--- src/rtl/det_pkg.sv ---
// det_pkg: shared types and default parameters for the pattern detector and its window monitor.
package det_pkg;
    typedef enum logic {IDLE, RUN} mon_state_t;
    localparam int DEF_WINDOW    = 16;
    localparam int DEF_CNT_W     = 8;
    localparam int DEF_THRESHOLD = 3;
endpackage

--- src/rtl/detect_window_monitor.sv ---
// detect_window_monitor: counts detector hits per fixed window, reports them on a valid/ready port with sticky alarm/overrun.
module detect_window_monitor
    import det_pkg::*;
#(
    parameter int WINDOW    = DEF_WINDOW,
    parameter int CNT_W     = DEF_CNT_W,
    parameter int THRESHOLD = DEF_THRESHOLD
) (
    input  logic             clk,
    input  logic             reset,
    input  logic             enable,
    input  logic             detected,
    input  logic             result_ready,
    input  logic             status_clr,
    output logic [CNT_W-1:0] result_data,
    output logic             result_valid,
    output logic             alarm,
    output logic             overrun
);
    localparam int WW = $clog2(WINDOW);

    function automatic logic [CNT_W-1:0] sat_add(input logic [CNT_W-1:0] a, input logic b);
        return (b && &a) ? a : a + CNT_W'(b);
    endfunction

    mon_state_t       state_q, state_d;
    logic             det_q;
    logic [WW-1:0]    wcnt_q, wcnt_d;
    logic [CNT_W-1:0] ecnt_q, ecnt_d, result_data_q, result_data_d, final_cnt;
    logic             result_valid_q, result_valid_d, alarm_q, alarm_d, overrun_q, overrun_d;
    logic             win_end, keep_run;

    always_comb begin
        win_end        = state_q == RUN && wcnt_q == WW'(WINDOW - 1);
        keep_run       = state_q == RUN && enable && !win_end;
        final_cnt      = sat_add(ecnt_q, det_q);
        state_d        = enable ? RUN : IDLE;
        wcnt_d         = keep_run ? wcnt_q + 1'b1 : '0;
        ecnt_d         = keep_run ? final_cnt : '0;
        result_data_d  = win_end ? final_cnt : result_data_q;
        result_valid_d = win_end || (result_valid_q && !result_ready);
        // Sets are ORed after the clear so a same-cycle window end beats status_clr.
        alarm_d        = (win_end && 32'(final_cnt) >= THRESHOLD) || (alarm_q && !status_clr);
        overrun_d      = (win_end && result_valid_q && !result_ready) || (overrun_q && !status_clr);
    end

    always_ff @(posedge clk or posedge reset) begin
        if (reset) begin
            state_q        <= IDLE;
            det_q          <= 1'b0;
            wcnt_q         <= '0;
            ecnt_q         <= '0;
            result_data_q  <= '0;
            result_valid_q <= 1'b0;
            alarm_q        <= 1'b0;
            overrun_q      <= 1'b0;
        end else begin
            state_q        <= state_d;
            det_q          <= detected;
            wcnt_q         <= wcnt_d;
            ecnt_q         <= ecnt_d;
            result_data_q  <= result_data_d;
            result_valid_q <= result_valid_d;
            alarm_q        <= alarm_d;
            overrun_q      <= overrun_d;
        end
    end

    assign result_data  = result_data_q;
    assign result_valid = result_valid_q;
    assign alarm        = alarm_q;
    assign overrun      = overrun_q;
endmodule

--- config.mk ---
export PLATFORM = sky130hd
export DESIGN_NAME = detect_window_monitor
export DESIGN_NICKNAME = d
export VERILOG_FILES = /design/src/rtl/det_pkg.sv /design/src/rtl/detect_window_monitor.sv
export SDC_FILE = /design/constraint.sdc
export NUM_CORES = 1
export LEC_CHECK = 0
export CELL_PAD_IN_SITES_DETAIL_PLACEMENT = 0
export CELL_PAD_IN_SITES_GLOBAL_PLACEMENT = 1
export CORE_UTILIZATION = 43
export CTS_BUF_LIST = sky130_fd_sc_hd__clkbuf_4 sky130_fd_sc_hd__clkbuf_8 sky130_fd_sc_hd__clkbuf_16
export CTS_CLUSTER_SIZE = 40
export DETAILED_ROUTE_END_ITERATION = 8
export PLACE_DENSITY = 0.93
export SYNTH_ARGS = -nofsm -noshare
export SYNTH_HDL_FRONTEND = slang
export SYNTH_SLANG_ARGS = --single-unit
--- constraint.sdc ---
create_clock -name clk -period 3.52 [get_ports clk]
set_input_delay 0.704 -clock clk [delete_from_list [all_inputs] [get_ports clk]]
set_output_delay 0.704 -clock clk [all_outputs]
set_load 0.05 [all_outputs]
== After elaboration in Yosys (flattened, before gate mapping) ==
Cells that the tools add are included.
W data, S select, Z words.
Operators by class
  add/sub/neg operators: 2
  order comparisons: 1
  equality and inequality tests: 1
  muxes and demuxes: 4
  reductions and logical operators: 17
Operators by type and width (number)
  $mux W8: 2
  $logic_and A1 B1 Y1: 10
  $add A8 B1 Y8: 1
  $ge A8 B2 Y1 const B: 1
  $reduce_and A8 Y1: 1
  $add A4 B1 Y4 const B: 1
  $eq A4 B4 Y1 const B: 1
  $mux W4: 1
  $logic_not A1 Y1: 3
  $logic_or A1 B1 Y1: 3
  $mux W1: 1
Word-level totals
  register bits: 25
  input bits: 6
  output and inout port bits: 11
  logic and storage cells: 33

== Depth between registers and ports, before layout ==
Gate-level depths: netlist (run 1).
  depth after elaboration: 6
  depth in mapped cells: 6
  gate-level depth less buffers: 6

== Worst setup path after synthesis (run 1) ==
No wires, ideal clock.
  kind: reg-to-reg
  start: register det_q
  end: register alarm_q (netlist: alarm)
  setup time: 0.139 ns
  data arrival time: 1.661 ns
  data required time: 3.381 ns
  setup slack: 1.720 ns
  cell stages (with the launch flop): 7
  buffers on the path: 0
  period minus slack after synthesis: 1.800 ns
  cell sequence: dfrtp_1 > ha_1 > ha_1 > and3_4 > or3_1 > a221oi_2 > a32oi_1
Between the ends
  word-level cells in the longest chain between the ends: 5
  elaborated cells between the ends (all ways): 6
  classes of those cells: add/sub: 1; order compare: 1; mux: 1; reduce/logical: 3
Ends and longest elaborated chain
  from (decl): line detect_window_monitor.sv:27  | logic det_q;
  from (signal assigned): line detect_window_monitor.sv:59  | det_q <= detected;
  $add A8 B1 Y8 or $logic_and A1 B1 Y1 (tied branches): line detect_window_monitor.sv:23  | return (b && &a) ? a : a + CNT_W'(b);
  $mux W8 *: line detect_window_monitor.sv:23
  $ge A8 B2 Y1 *: line detect_window_monitor.sv:43  | alarm_d = (win_end && 32'(final_cnt) >= THRESHOLD) || (alarm_q && !status_clr);
  $logic_and A1 B1 Y1 *: line detect_window_monitor.sv:43
  $logic_or A1 B1 Y1 *: line detect_window_monitor.sv:43
  via alarm_d: line detect_window_monitor.sv:30  | logic result_valid_q, result_valid_d, alarm_q, alarm_d, overrun_q, overrun_d;
  to (signal assigned): line detect_window_monitor.sv:64  | alarm_q <= alarm_d;
  to (decl): line detect_window_monitor.sv:30
The timed path passes the listed nets; every way through them passes the cells marked *.
A chain may end at the register's enable or synchronous reset.

== Worst setup path in the final report (run 1) ==
  start: register result_valid_q (netlist: result_valid)
  end: output result_valid
RTL lines
  from (decl): line detect_window_monitor.sv:30
  from (signal assigned): line detect_window_monitor.sv:63  | result_valid_q <= result_valid_d;
  to (decl): line detect_window_monitor.sv:16  | output logic result_valid,
No word-level cell between the ends.

==> impl_metrics.json, run 1 <==
{
  "clock_path_buffers": 2,
  "ant_nets": 0,
  "hold_buffers": 0,
  "drt_iter0_markers": 8,
  "clock_latency_ps": 310,
  "slowest_stage": "clkdlybuf4s50_1",
  "drive_gt1_frac": 0.0650,
  "dieArea_um2": 2780,
  "r2r.worst_path.cells": 4,
  "worstHoldPathType": "register to register",
  "placed_cell_area_um2": 1280,
  "crit_required_ps": 2820,
  "r2r-end": "ecnt_q[2]",
  "p_leak_uw": 0.000593,
  "grt_pass1_vias": 788,
  "h-tree-depth": 1,
  "fin_crit_sh": 0.627,
  "yosys-top-cells-area": "dfrtp_1 (57%), nor2_1 (5.1%), o21ai_0 (4.1%)",
  "synthCells": 107,
  "startpoint_type": "register",
  "peakVddDrop_uv": 251,
  "core_area_um2": 2450,
  "yosysMostFrequentCell": "dfrtp_1",
  "yosys.area.top_type": "dfrtp_1",
  "setup_viol": 0,
  "cp_top_family": "buffers and inverters",
  "viasPerCell": 5.27,
  "worst_ep_arrival_time_ps": 1500,
  "die_x_um": 52.7,
  "slew_headroom": 0.409,
  "area_delta_synth_final_pct": 18.6,
  "hold_viol_final": 0,
  "cts-root-buf": "clkbuf_4",
  "endpoint_kind": "output port",
  "numCtsBuffers": 3,
  "initial_utilization": 0.450,
  "powerDensity_nw_per_um2": 339,
  "die_h_um": 52.7,
  "grt_max_degree": 26,
  "grt_usage": 0.183,
  "path_max_fanout": 2,
  "synth_ff_type": "dfrtp_1",
  "hpwl_um": 1580,
  "overflow": 0,
  "ctsResizeCount": 0,
  "cp_slowest_stage_delay_ps": 810,
  "synth-seq-area-share": 0.566,
  "yosys-top-cells-count": "dfrtp_1 (25), nor2_1 (15), nand2_1 (12), o21ai_0 (9)",
  "final_area_um2": 1310,
  "syn_area_um2": 1100,
  "clkTransAtPathRegs_ps": 120,
  "path_buf_inv": 1,
  "yosysUniqueCellTypes": 26,
  "post_drt_wl_per_cell_um": 13.6,
  "synth_edf_count": 0,
  "portBuffers": 16,
  "rrSetupSlack_ps": 1550,
  "drc": 0,
  "synth_async_sr_flop_share": 1.00,
  "path_cells": "clkdlybuf4s50_1",
  "antenna_found_initial": 0,
  "crit_end": "result_valid",
  "synth.yosys.warnings": 0,
  "synth_top_area_share": 0.566,
  "critical_path_class": "register to output port",
  "pin_count": 17,
  "final-max-slew-violation-count": 0,
  "final_nets": 133,
  "rr_startpoint": "wcnt_q[0]",
  "crit_cells": 1,
  "grt_pass1_wl_um": 3670,
  "drv_cap": 0,
  "drt-total-wl_um": 2090,
  "num_vias": 807,
  "fin_util": 0.534,
  "fp-row-count": 18,
  "grt_setup_unrepaired": "no",
  "status": "finished clean",
  "setup_tns_ps": 0,
  "cts_setup_buffers": 0,
  "ys_ff_latch": 25,
  "antennaDiodeCount": 0,
  "clock-sinks": 25,
  "syn_avg_cell_area_um2": 10.3,
  "max_freq_mhz": 453,
  "finalClockSkew_ps": 4.52,
  "dr.pass1.iters": 4,
  "cts_tree": "yes",
  "crit_path_start": "result_valid",
  "tightest_slew_ps": 886,
  "globalplace.congestion": 0.879,
  "synth.net_count": 116,
  "layout_min_cycle_time_ps": 2210
}
-- where the power goes --
| part | internal [uW] | switching, uW |
|---|---|---|
| logic | 8.23 | 11.8 |
| clock network | 52.0 | 79.3 |
| registers | 290 | 2.49 |
-- worst min-delay path by stage --
stage                   start   endpoint  slack [ps]  depth (start not counted)
finish              wcnt_q[0]  wcnt_q[0]         470                          1
global route        wcnt_q[0]  wcnt_q[0]         490                          1
CTS                 wcnt_q[0]  wcnt_q[0]         480                          1
detailed placement  wcnt_q[0]  wcnt_q[0]         460                          1
global placement    wcnt_q[0]  wcnt_q[0]         440                          1
floorplan           wcnt_q[0]  wcnt_q[0]         430                          1
-- state kept, by name, indices dropped and copies added, names as in the netlist --
| register | flops |
|---|---|
| result_data | 8 |
| wcnt_q | 4 |
| ecnt_q | 8 |
| det_q | 1 |
| alarm | 1 |
| result_valid | 1 |
| overrun | 1 |
| state_q | 1 |
-- metal layers --
metal,wire [um],track usage,vias to the layer above
met5,0,0,-
met4,34,0.0746,0
met3,43,0.0348,4
met2,1000,0.289,8
met1,1010,0.245,388
li1,-,-,407
-- cell type report --
| cell class | instances | area, um^2 |
|---|---|---|
| multi-input combinational | 73 | 438 |
| fill | 227 | 1140 |
| inverter | 5 | 18.8 |
| sequential | 25 | 626 |
| clock buffer | 4 | 30.0 |
| tap | 30 | 37.5 |
| timing repair buffer | 16 | 160 |
-- per-stage QoR --
stage | power [uW] | worst slack, ps | hold WS, ps | cells
floorplan | 309 | 1720 | 433 | 107
global placement | 318 | 1580 | 443 | 149
detailed placement | 319 | 1570 | 462 | 149
CTS | 448 | 1310 | 479 | 153
global route | 461 | 1270 | 494 | 153
finish | 444 | 1310 | 473 | 153
-- placed cells by master (no fill, tap or decap) --
cell type,netlist,final
o31ai_1,1,1
and4_1,2,2
o21ai_0,9,9
o21ai_1,1,1
a211o_1,1,1
a31o_2,2,2
nand2b_1,2,2
or3_1,1,1
a32oi_1,1,1
nand2_1,12,12
clkdlybuf4s50_1,0,16
inv_1,5,5
xnor2_1,1,1
and3_1,3,3
xor2_1,5,5
nor3_1,1,1
and3_4,1,1
o22ai_1,2,2
nor2_1,15,15
clkbuf_4,0,4
a221oi_2,1,1
nand3_1,3,3
o211ai_1,2,2
dfrtp_1,25,25
ha_1,3,3
nand4_1,4,4
-- kinds of logic after synthesis --
family          count (synthesis)  synth area share
compound gates                 20             0.122
buf+inv                         9            0.0374
flops                          25             0.566
fa+ha+maj                       3            0.0340
xor+xnor                        6            0.0476
simple gates                   44             0.193
Power figures use the tool's default switching activity.
==> run 2: changes to the inputs <==
--- a/config.mk
+++ b/config.mk
@@ -7,11 +7,11 @@
 export LEC_CHECK = 0
 export CELL_PAD_IN_SITES_DETAIL_PLACEMENT = 0
 export CELL_PAD_IN_SITES_GLOBAL_PLACEMENT = 1
-export CORE_UTILIZATION = 43
+export CORE_UTILIZATION = 36
 export CTS_BUF_LIST = sky130_fd_sc_hd__clkbuf_4 sky130_fd_sc_hd__clkbuf_8 sky130_fd_sc_hd__clkbuf_16
 export CTS_CLUSTER_SIZE = 40
 export DETAILED_ROUTE_END_ITERATION = 8
-export PLACE_DENSITY = 0.93
+export PLACE_DENSITY = 0.85
 export SYNTH_ARGS = -nofsm -noshare
 export SYNTH_HDL_FRONTEND = slang
 export SYNTH_SLANG_ARGS = --single-unit
==> constraint.sdc (replaced) <==
create_clock -name clk -period 1.9 [get_ports clk]
set_input_delay 0.38 -clock clk [delete_from_list [all_inputs] [get_ports clk]]
set_output_delay 0.38 -clock clk [all_outputs]
set_load 0.05 [all_outputs]
==> impl_metrics.json, run 2 (synthesis results as in run 1) <==
{
  "drive_gt1_frac": 0.0945,
  "antenna_found_initial": 0,
  "peakVddDrop_uv": 441,
  "p_sw_uw": 180,
  "seq_power_share": 0.666,
  "ctsResizeCount": 1,
  "startpoint_type": "register",
  "mostFrequentLayoutCells": "dfrtp_1 (25), nor2_1 (15), nand2_1 (12)",
  "critical_path_class": "register to output port",
  "powerDensity_nw_per_um2": 602,
  "cts_setup_buffers": 0,
  "clock_power_share": 0.285,
  "core_area_um2": 2830,
  "placed_cell_area_um2": 1310,
  "slew_headroom": 0.656,
  "num_vias": 825,
  "dieArea_um2": 3290,
  "clkTransAtPathRegs_ps": 130,
  "final_nets": 137,
  "clock_path_buffers": 2,
  "crit_required_ps": 1520,
  "clock-sinks": 25,
  "grt_max_degree": 26,
  "rr_startpoint": "det_q",
  "worstHoldPathType": "input pin to asynchronous set/reset pin",
  "max_freq_mhz": 534,
  "grt_pass1_vias": 828,
  "post_drt_wl_per_cell_um": 13.2,
  "fp-row-count": 19,
  "antennaDiodeCount": 0,
  "numCtsBuffers": 3,
  "h-tree-depth": 1,
  "cp_slowest_stage_delay_ps": 810,
  "ant_nets": 0,
  "drc": 0,
  "finalPower_uw": 814,
  "grt_pass1_wl_um": 3630,
  "status": "finished clean",
  "mostFrequentLayoutCell": "dfrtp_1",
  "portBuffers": 16,
  "swShare": 0.221,
  "slowest_stage": "clkdlybuf4s50_1",
  "hold_buffers": 0,
  "cp_top_family": "buffers and inverters",
  "path_max_fanout": 2,
  "drt-total-wl_um": 2080,
  "tightest_slew_ps": 516,
  "p_leak_uw": 0.000730,
  "setup_tns_ps": 0,
  "clock_latency_ps": 320,
  "crit_path_start": "result_data[5]",
  "path_cells": "clkdlybuf4s50_1",
  "die_h_um": 57.4,
  "area_delta_synth_final_pct": 22.4,
  "endpoint_kind": "output port",
  "overflow": 0,
  "die_x_um": 57.4,
  "cts-root-buf": "clkbuf_4",
  "hold_viol_final": 0,
  "cts_tree": "yes",
  "setup_viol": 0,
  "hpwl_um": 1570,
  "final-max-slew-violation-count": 0,
  "dr.pass1.iters": 4,
  "layout_min_cycle_time_ps": 1870,
  "finalClockSkew_ps": 6.38,
  "fin_ws_ps": 28.0,
  "worst_ep_arrival_time_ps": 1490,
  "final_area_um2": 1350,
  "pre_cts_ws_ps": 120,
  "path_buf_inv": 1,
  "initial_utilization": 0.391,
  "drt_iter0_markers": 14,
  "globalplace.congestion": 0.892,
  "grt_usage": 0.145,
  "power_frac_comb": 0.048,
  "viasPerCell": 5.22,
  "grt_setup_unrepaired": "no",
  "fin_crit_sh": 0.985,
  "pin_count": 17,
  "intPower_uw": 634,
  "drv_cap": 0
}
run 2: changes by cell type in the layout (fill, tap and decap cells not counted):
cell,change
clkbuf_4,-1
dlymetal6s2s_1,+6
clkinv_2,+1
clkdlybuf4s50_1,-7
dlygate4sd2_1,+1
buf_4,+4
run 2: area by class of cell:
cell class | count | area, um^2
fillers | 269 | 1480
flip-flops and latches | 25 | 626
multi-input cells | 73 | 438
repair buffers | 20 | 204
well taps | 31 | 38.8
clock buffers | 3 | 22.5
inverters | 5 | 18.8
clock inverters | 1 | 5.00
run 2: final timing paths:
| kind | end | slack [ps] | cells past startpoint |
|---|---|---|---|
| max | result_data[5] | 30 | 1 |
| min | ecnt_q[5] | 380 | 3 |
| max reg2reg | alarm | 100 | 6 |
| min reg2reg | wcnt_q[0] | 480 | 1 |
| max in group asynchronous | wcnt_q[1] | 1280 | 3 |
| min in group clk | wcnt_q[0] | 480 | 1 |
run 2: power by group through the flow:
stage	Combinational, uW	Sequential, uW	Clock [uW]
finish	39.4	542	232
global route	47.4	544	253
CTS	40.7	542	240
detailed placement	40.5	552	0
global placement	40.1	552	0
floorplan	21.9	551	0
run 2: metrics by stage:
| stage | hold WS, ps | instances | utilization |
|---|---|---|---|
| finish | 385 | 158 | 0.478 |
| global route | 449 | 158 | 0.478 |
| CTS | 390 | 158 | 0.473 |
| detailed placement | 462 | 154 | 0.464 |
| global placement | 448 | 154 | 0.464 |
| floorplan | 407 | 107 | - |
run 2: routing by layer:
layer,wire (um),part of all wire,vias up,global-route usage
li1,-,-,414,-
met1,970,0.47,393,0.183
met2,1010,0.48,14,0.241
met3,65,0.031,4,0.0227
met4,38,0.018,0,0.0767
met5,0,0,-,0
run 2: worst min-delay path, stage by stage:
cell and delay (ps):
clkdlybuf4s50_1 390, inv_1 50, buf_4 290
==> edit 1, RTL diff (flow settings as in run 2) <==
`result_data_q` no longer has a reset.
--- a/src/rtl/detect_window_monitor.sv
+++ b/src/rtl/detect_window_monitor.sv
@@ -51,5 +51,4 @@
             wcnt_q         <= '0;
             ecnt_q         <= '0;
-            result_data_q  <= '0;
             result_valid_q <= 1'b0;
             alarm_q        <= 1'b0;
@@ -60,9 +59,12 @@
             wcnt_q         <= wcnt_d;
             ecnt_q         <= ecnt_d;
-            result_data_q  <= result_data_d;
             result_valid_q <= result_valid_d;
             alarm_q        <= alarm_d;
             overrun_q      <= overrun_d;
         end
+    end
+
+    always_ff @(posedge clk) begin
+        result_data_q <= result_data_d;
     end
 
Formal check against the unedited RTL: same outputs for any inputs over 10 cycles, from zero or initial values and one cycle with reset high; that may be too few to reach the edited logic, so the function may still have changed.
==> edit 1 against run 2 <==
Synthesized area grew 7.5%; wire length grew 4.3%; cell count grew 5.7%; sequential share of layout area is essentially flat; total power grew 5.1%; sequential cell count is the same; design area grew 6.4%; global-route usage shrank 0.24 points; via count grew 1.1%; combinational power grew 5%; largest cell class unchanged; setup slack gained 0.034 ns.
==> edit 1: results <==
metrics = {
    "outcome": {
        "status": "finished clean",
    },
    "global_route": {
        "grt_pass1_wl_um": 3640,
        "grt_max_degree": 18,
        "use_met1": 0.177,
        "grtUsageMet3": 0.0197,
        "grtUsageMet2": 0.247,
        "first_global_vias": 780,
        "grtUsageTotal": 0.143,
        "antenna_found_initial": 0,
    },
    "synth": {
        "yosys-top-cells-count": "dfrtp_1, a21oi_1, edfxtp_1, inv_1",
        "synth_edf_count": 8,
        "syn-instance-count": 103,
        "synth-async-reset-ratio": 0.680,
        "synth_cell_type_count": 34,
        "yosysSeqAreaShare": 0.561,
        "ys_top_cells_by_area": "dfrtp_1, edfxtp_1, a21oi_1",
        "yosys_warnings": 0,
        "syn-num-nets": 112,
    },
    "route": {
        "drtPass1Iterations": 4,
        "viasPerCell": 4.99,
        "drtIter0Drc": 10,
        "vias": 834,
        "wl_per_cell_um": 13.0,
    },
    "clock_tree": {
        "root_buffer": "clkbuf_4",
        "clock_latency_ns": 0.31,
        "ctsHtreeMaxLevel": 1,
        "clkTransAtPathRegs_ns": 0.13,
    },
    "worst_setup_path": {
        "reg2reg_slack_ns": 0.12,
        "slowest_stage": "clkdlybuf4s50_1",
        "cpPeakStageDelay_ns": 0.79,
        "cp_top_family": "buffers and inverters",
        "cp-startpoint": "result_data[5]",
        "arrival_ns": 1.46,
        "cp_max_fo": 1,
    },
    "finish": {
        "fillers": 314,
        "drive_gt1_frac": 0.163,
        "nets": 133,
    },
    "power_and_ir_drop": {
        "peakVddDrop_uv": 273,
        "power.leakage_uw": 0.000676,
    },
    "placement": {
        "dp_slack_ns": 0.128,
        "place_hpwl_um": 1640,
        "gp_congestion": 0.900,
        "dp_cells": 163,
    },
    "timing": {
        "skew_ns": 0.00530,
        "timing.slew.headroom": 0.661,
        "fmax_mhz": 544,
    },
    "hold_path": {
        "hold_path_class": "primary input to asynchronous set/reset pin",
    },
}
[edit 1: changes by cell type in the layout (fill, tap and decap cells not counted), sizes merged, moves of 4 or more]
cell,before,now
clkdlybuf4s50,9,13
nor2,15,6
a211oi,0,4
o21ai,10,4
nand2,12,6
a21oi,0,8
edfxtp,0,8
dfrtp,25,17
[edit 1: through the flow]
stage | utilization | power, µW | hold slack (ns) | cell area [µm²]
3_3_place_gp | 0.452 | 616 | 0.449 | 1400
5_1_grt | 0.464 | 897 | 0.374 | 1440
4_1_cts | 0.461 | 861 | 0.360 | 1430
3_5_place_dp | 0.452 | 618 | 0.481 | 1400
2_1_floorplan | - | 595 | 0.306 | 1190
6_report | 0.464 | 855 | 0.353 | 1440
[edit 1: report_power, final]
group | total, µW | internal, µW | switching (µW)
Sequential | 564 | 559 | 5.07
Combinational | 41.4 | 19.8 | 21.7
Clock | 249 | 96.4 | 153
[edit 1: kinds of logic (layout without fill, tap and decap cells)]
| logic type | count (synthesis) | in the layout | share of synthesized area |
|---|---|---|---|
| and+or+nand+nor | 34 | 34 | 0.171 |
| AOI/OAI and AO/OA | 26 | 26 | 0.149 |
| DFF | 25 | 25 | 0.561 |
| buffers and inverters | 11 | 31 | 0.0485 |
| adders and majority gates | 3 | 3 | 0.0316 |
| xor gates and xnor gates | 2 | 2 | 0.0148 |
| muxes | 2 | 2 | 0.0253 |
[edit 1: how the worst min path moves through the flow]
stage                 to  slack [ns]  cells past startpoint
6_report         state_q        0.35                      3
5_1_grt        wcnt_q[3]        0.37                      3
4_1_cts        wcnt_q[1]        0.36                      3
3_5_place_dp   wcnt_q[0]        0.48                      1
3_3_place_gp   wcnt_q[0]        0.45                      1
2_1_floorplan      alarm        0.31                      1
[edit 1: cell type report]
class	count	area (µm²)	area share
clock buffers	4	30.0	0.0209
well taps	44	55.1	0.0383
repair buffers	20	198	0.137
multi-input cells	67	464	0.323
inverters	7	26.3	0.0183
flip-flops and latches	25	666	0.463
[edit 1: layer usage]
metal | wire length, µm | share of wire
met1 | 950 | 0.44
met3 | 60 | 0.028
met5 | 0 | 0
met2 | 1150 | 0.53
met4 | 10 | 0.0046
[edit 1: what timing repair did]
| action | CTS | global route |
|---|---|---|
| setup endpoints to repair | 0 | 3 |
| resized for setup | 0 | 3 |
| buffers inserted | 0 | 0 |
==> edit 2, RTL diff (flow settings as in run 2) <==
Without the edit above. `DEF_CNT_W`: 8 -> 10.
--- a/src/rtl/det_pkg.sv
+++ b/src/rtl/det_pkg.sv
@@ -3,5 +3,5 @@
     typedef enum logic {IDLE, RUN} mon_state_t;
     localparam int DEF_WINDOW    = 16;
-    localparam int DEF_CNT_W     = 8;
+    localparam int DEF_CNT_W     = 10;
     localparam int DEF_THRESHOLD = 3;
 endpackage
Interface: changed (resized result_data); port bits go from 17 to 19. The function was not compared with the original's and may differ.
==> edit 2 against run 2 <==
Clock power grew 64%; wire length up 16%; critical path type unchanged; setup slack gained 0.022 ns; design area increased by 21%; global-route usage shrank 0.56 points; clock skew fell by 0.0020 ns; die area increased by 19%; sequential cell count increased by 4; maximum frequency grew 1.2%; total power increased by 28%; non-clock buffer count rose by 3; sequential share of layout area decreased by 2.0 points; utilization increased by 0.25 points; synthesized area up 19%.
==> edit 2: results <==
metrics = {
    "power_and_ir_drop": {
        "combPwrFrac": 0.038,
        "seqPwrFrac": 0.599,
        "p_int_uw": 827,
        "power.leakage_uw": 0.000810,
        "peakVddDrop_uv": 437,
        "p_sw_uw": 219,
    },
    "synth": {
        "syn-num-nets": 136,
        "synth_cell_type_count": 33,
        "yosysSeqAreaShare": 0.550,
        "syn-instance-count": 127,
        "yosys-top-cells-count": "dfrtp_1, nand2_1, nor2_1",
        "synth-async-reset-ratio": 1.00,
        "ys_top_cells_by_area": "dfrtp_1, nand2_1, nor2_1",
        "yosysMostFrequentCell": "dfrtp_1",
    },
    "route": {
        "drtPass1Iterations": 4,
        "vias": 990,
        "totalWireLength_um": 2420,
        "drtIter0Drc": 13,
    },
    "global_route": {
        "first_global_vias": 996,
        "grt_max_degree": 30,
        "grtUsageTotal": 0.140,
        "grt_pass1_wl_um": 4280,
    },
    "clock_tree": {
        "root_buffer": "clkbuf_4",
        "clkTransAtPathRegs_ns": 0.08,
        "post-cts-setup-buffers": 0,
        "cts_resized": 0,
        "ctsHtreeMaxLevel": 2,
        "clock_latency_ns": 0.32,
        "cts_buffers": 5,
        "clockBufferDepth": 2,
    },
    "finish": {
        "diodes": 0,
        "nets": 162,
        "drive_gt1_frac": 0.170,
        "final-instance-count-excl-fill": 199,
    },
    "timing": {
        "worst_pin_slew_ns": 0.506,
        "skew_ns": 0.00436,
    },
    "outcome": {
        "status": "finished clean",
    },
    "placement": {
        "port_buffers": 18,
        "dp_cells": 192,
        "place_hpwl_um": 1780,
        "gp_congestion": 0.901,
    },
    "worst_setup_path": {
        "slowest_stage": "clkdlybuf4s50_1",
        "arrival_ns": 1.47,
        "cpPeakStageDelay_ns": 0.80,
        "cp_top_family": "buffers and inverters",
    },
}
edit 2: cells by family after synthesis:
family | Yosys count | synth area share
AOI/OAI and AO/OA | 22 | 0.112
xor gates and xnor gates | 7 | 0.0464
adders and majority gates | 3 | 0.0284
buffers and inverters | 8 | 0.0246
DFF | 29 | 0.550
muxes | 2 | 0.0152
and+or+nand+nor | 56 | 0.224
edit 2: final cells by class:
type	instances	area, µm²
Multi-Input combinational cell	90	562
Timing Repair Buffer	23	223
Clock buffer	7	58.8
Tap cell	46	57.6
Fill cell	347	1770
Inverter	4	15.0
Sequential cell	29	726
edit 2: worst paths after layout:
| check | startpoint | endpoint | slack, ns | cells past startpoint |
|---|---|---|---|---|
| max | result_valid | result_valid | 0.05 | 1 |
| min | reset | wcnt_q[2] | 0.43 | 3 |
| max reg2reg | det_q | alarm | 0.19 | 7 |
| min reg2reg | wcnt_q[0] | wcnt_q[0] | 0.47 | 1 |
| max in group asynchronous | reset | ecnt_q[6] | 1.20 | 3 |
| min in group clk | wcnt_q[0] | wcnt_q[0] | 0.47 | 1 |
edit 2: per-stage QoR:
step | util | area [µm²] | hold slack, ns | setup slack, ns
2_1_floorplan | - | 1320 | 0.411 | 0.207
4_1_cts | 0.476 | 1630 | 0.436 | 0.0119
3_3_place_gp | 0.459 | 1570 | 0.449 | 0.237
6_report | 0.481 | 1640 | 0.434 | 0.0502
5_1_grt | 0.481 | 1640 | 0.472 | 0.000237
3_5_place_dp | 0.459 | 1570 | 0.456 | 0.187
edit 2: layer usage:
metal / routed length, µm / share of wire / vias up / GRT usage
li1: - / - / 496 / -
met5: 0 / 0 / - / 0
met2: 1170 / 0.48 / 16 / 0.220
met1: 1100 / 0.46 / 474 / 0.175
met3: 106 / 0.044 / 4 / 0.0493
met4: 36 / 0.015 / 0 / 0.0523
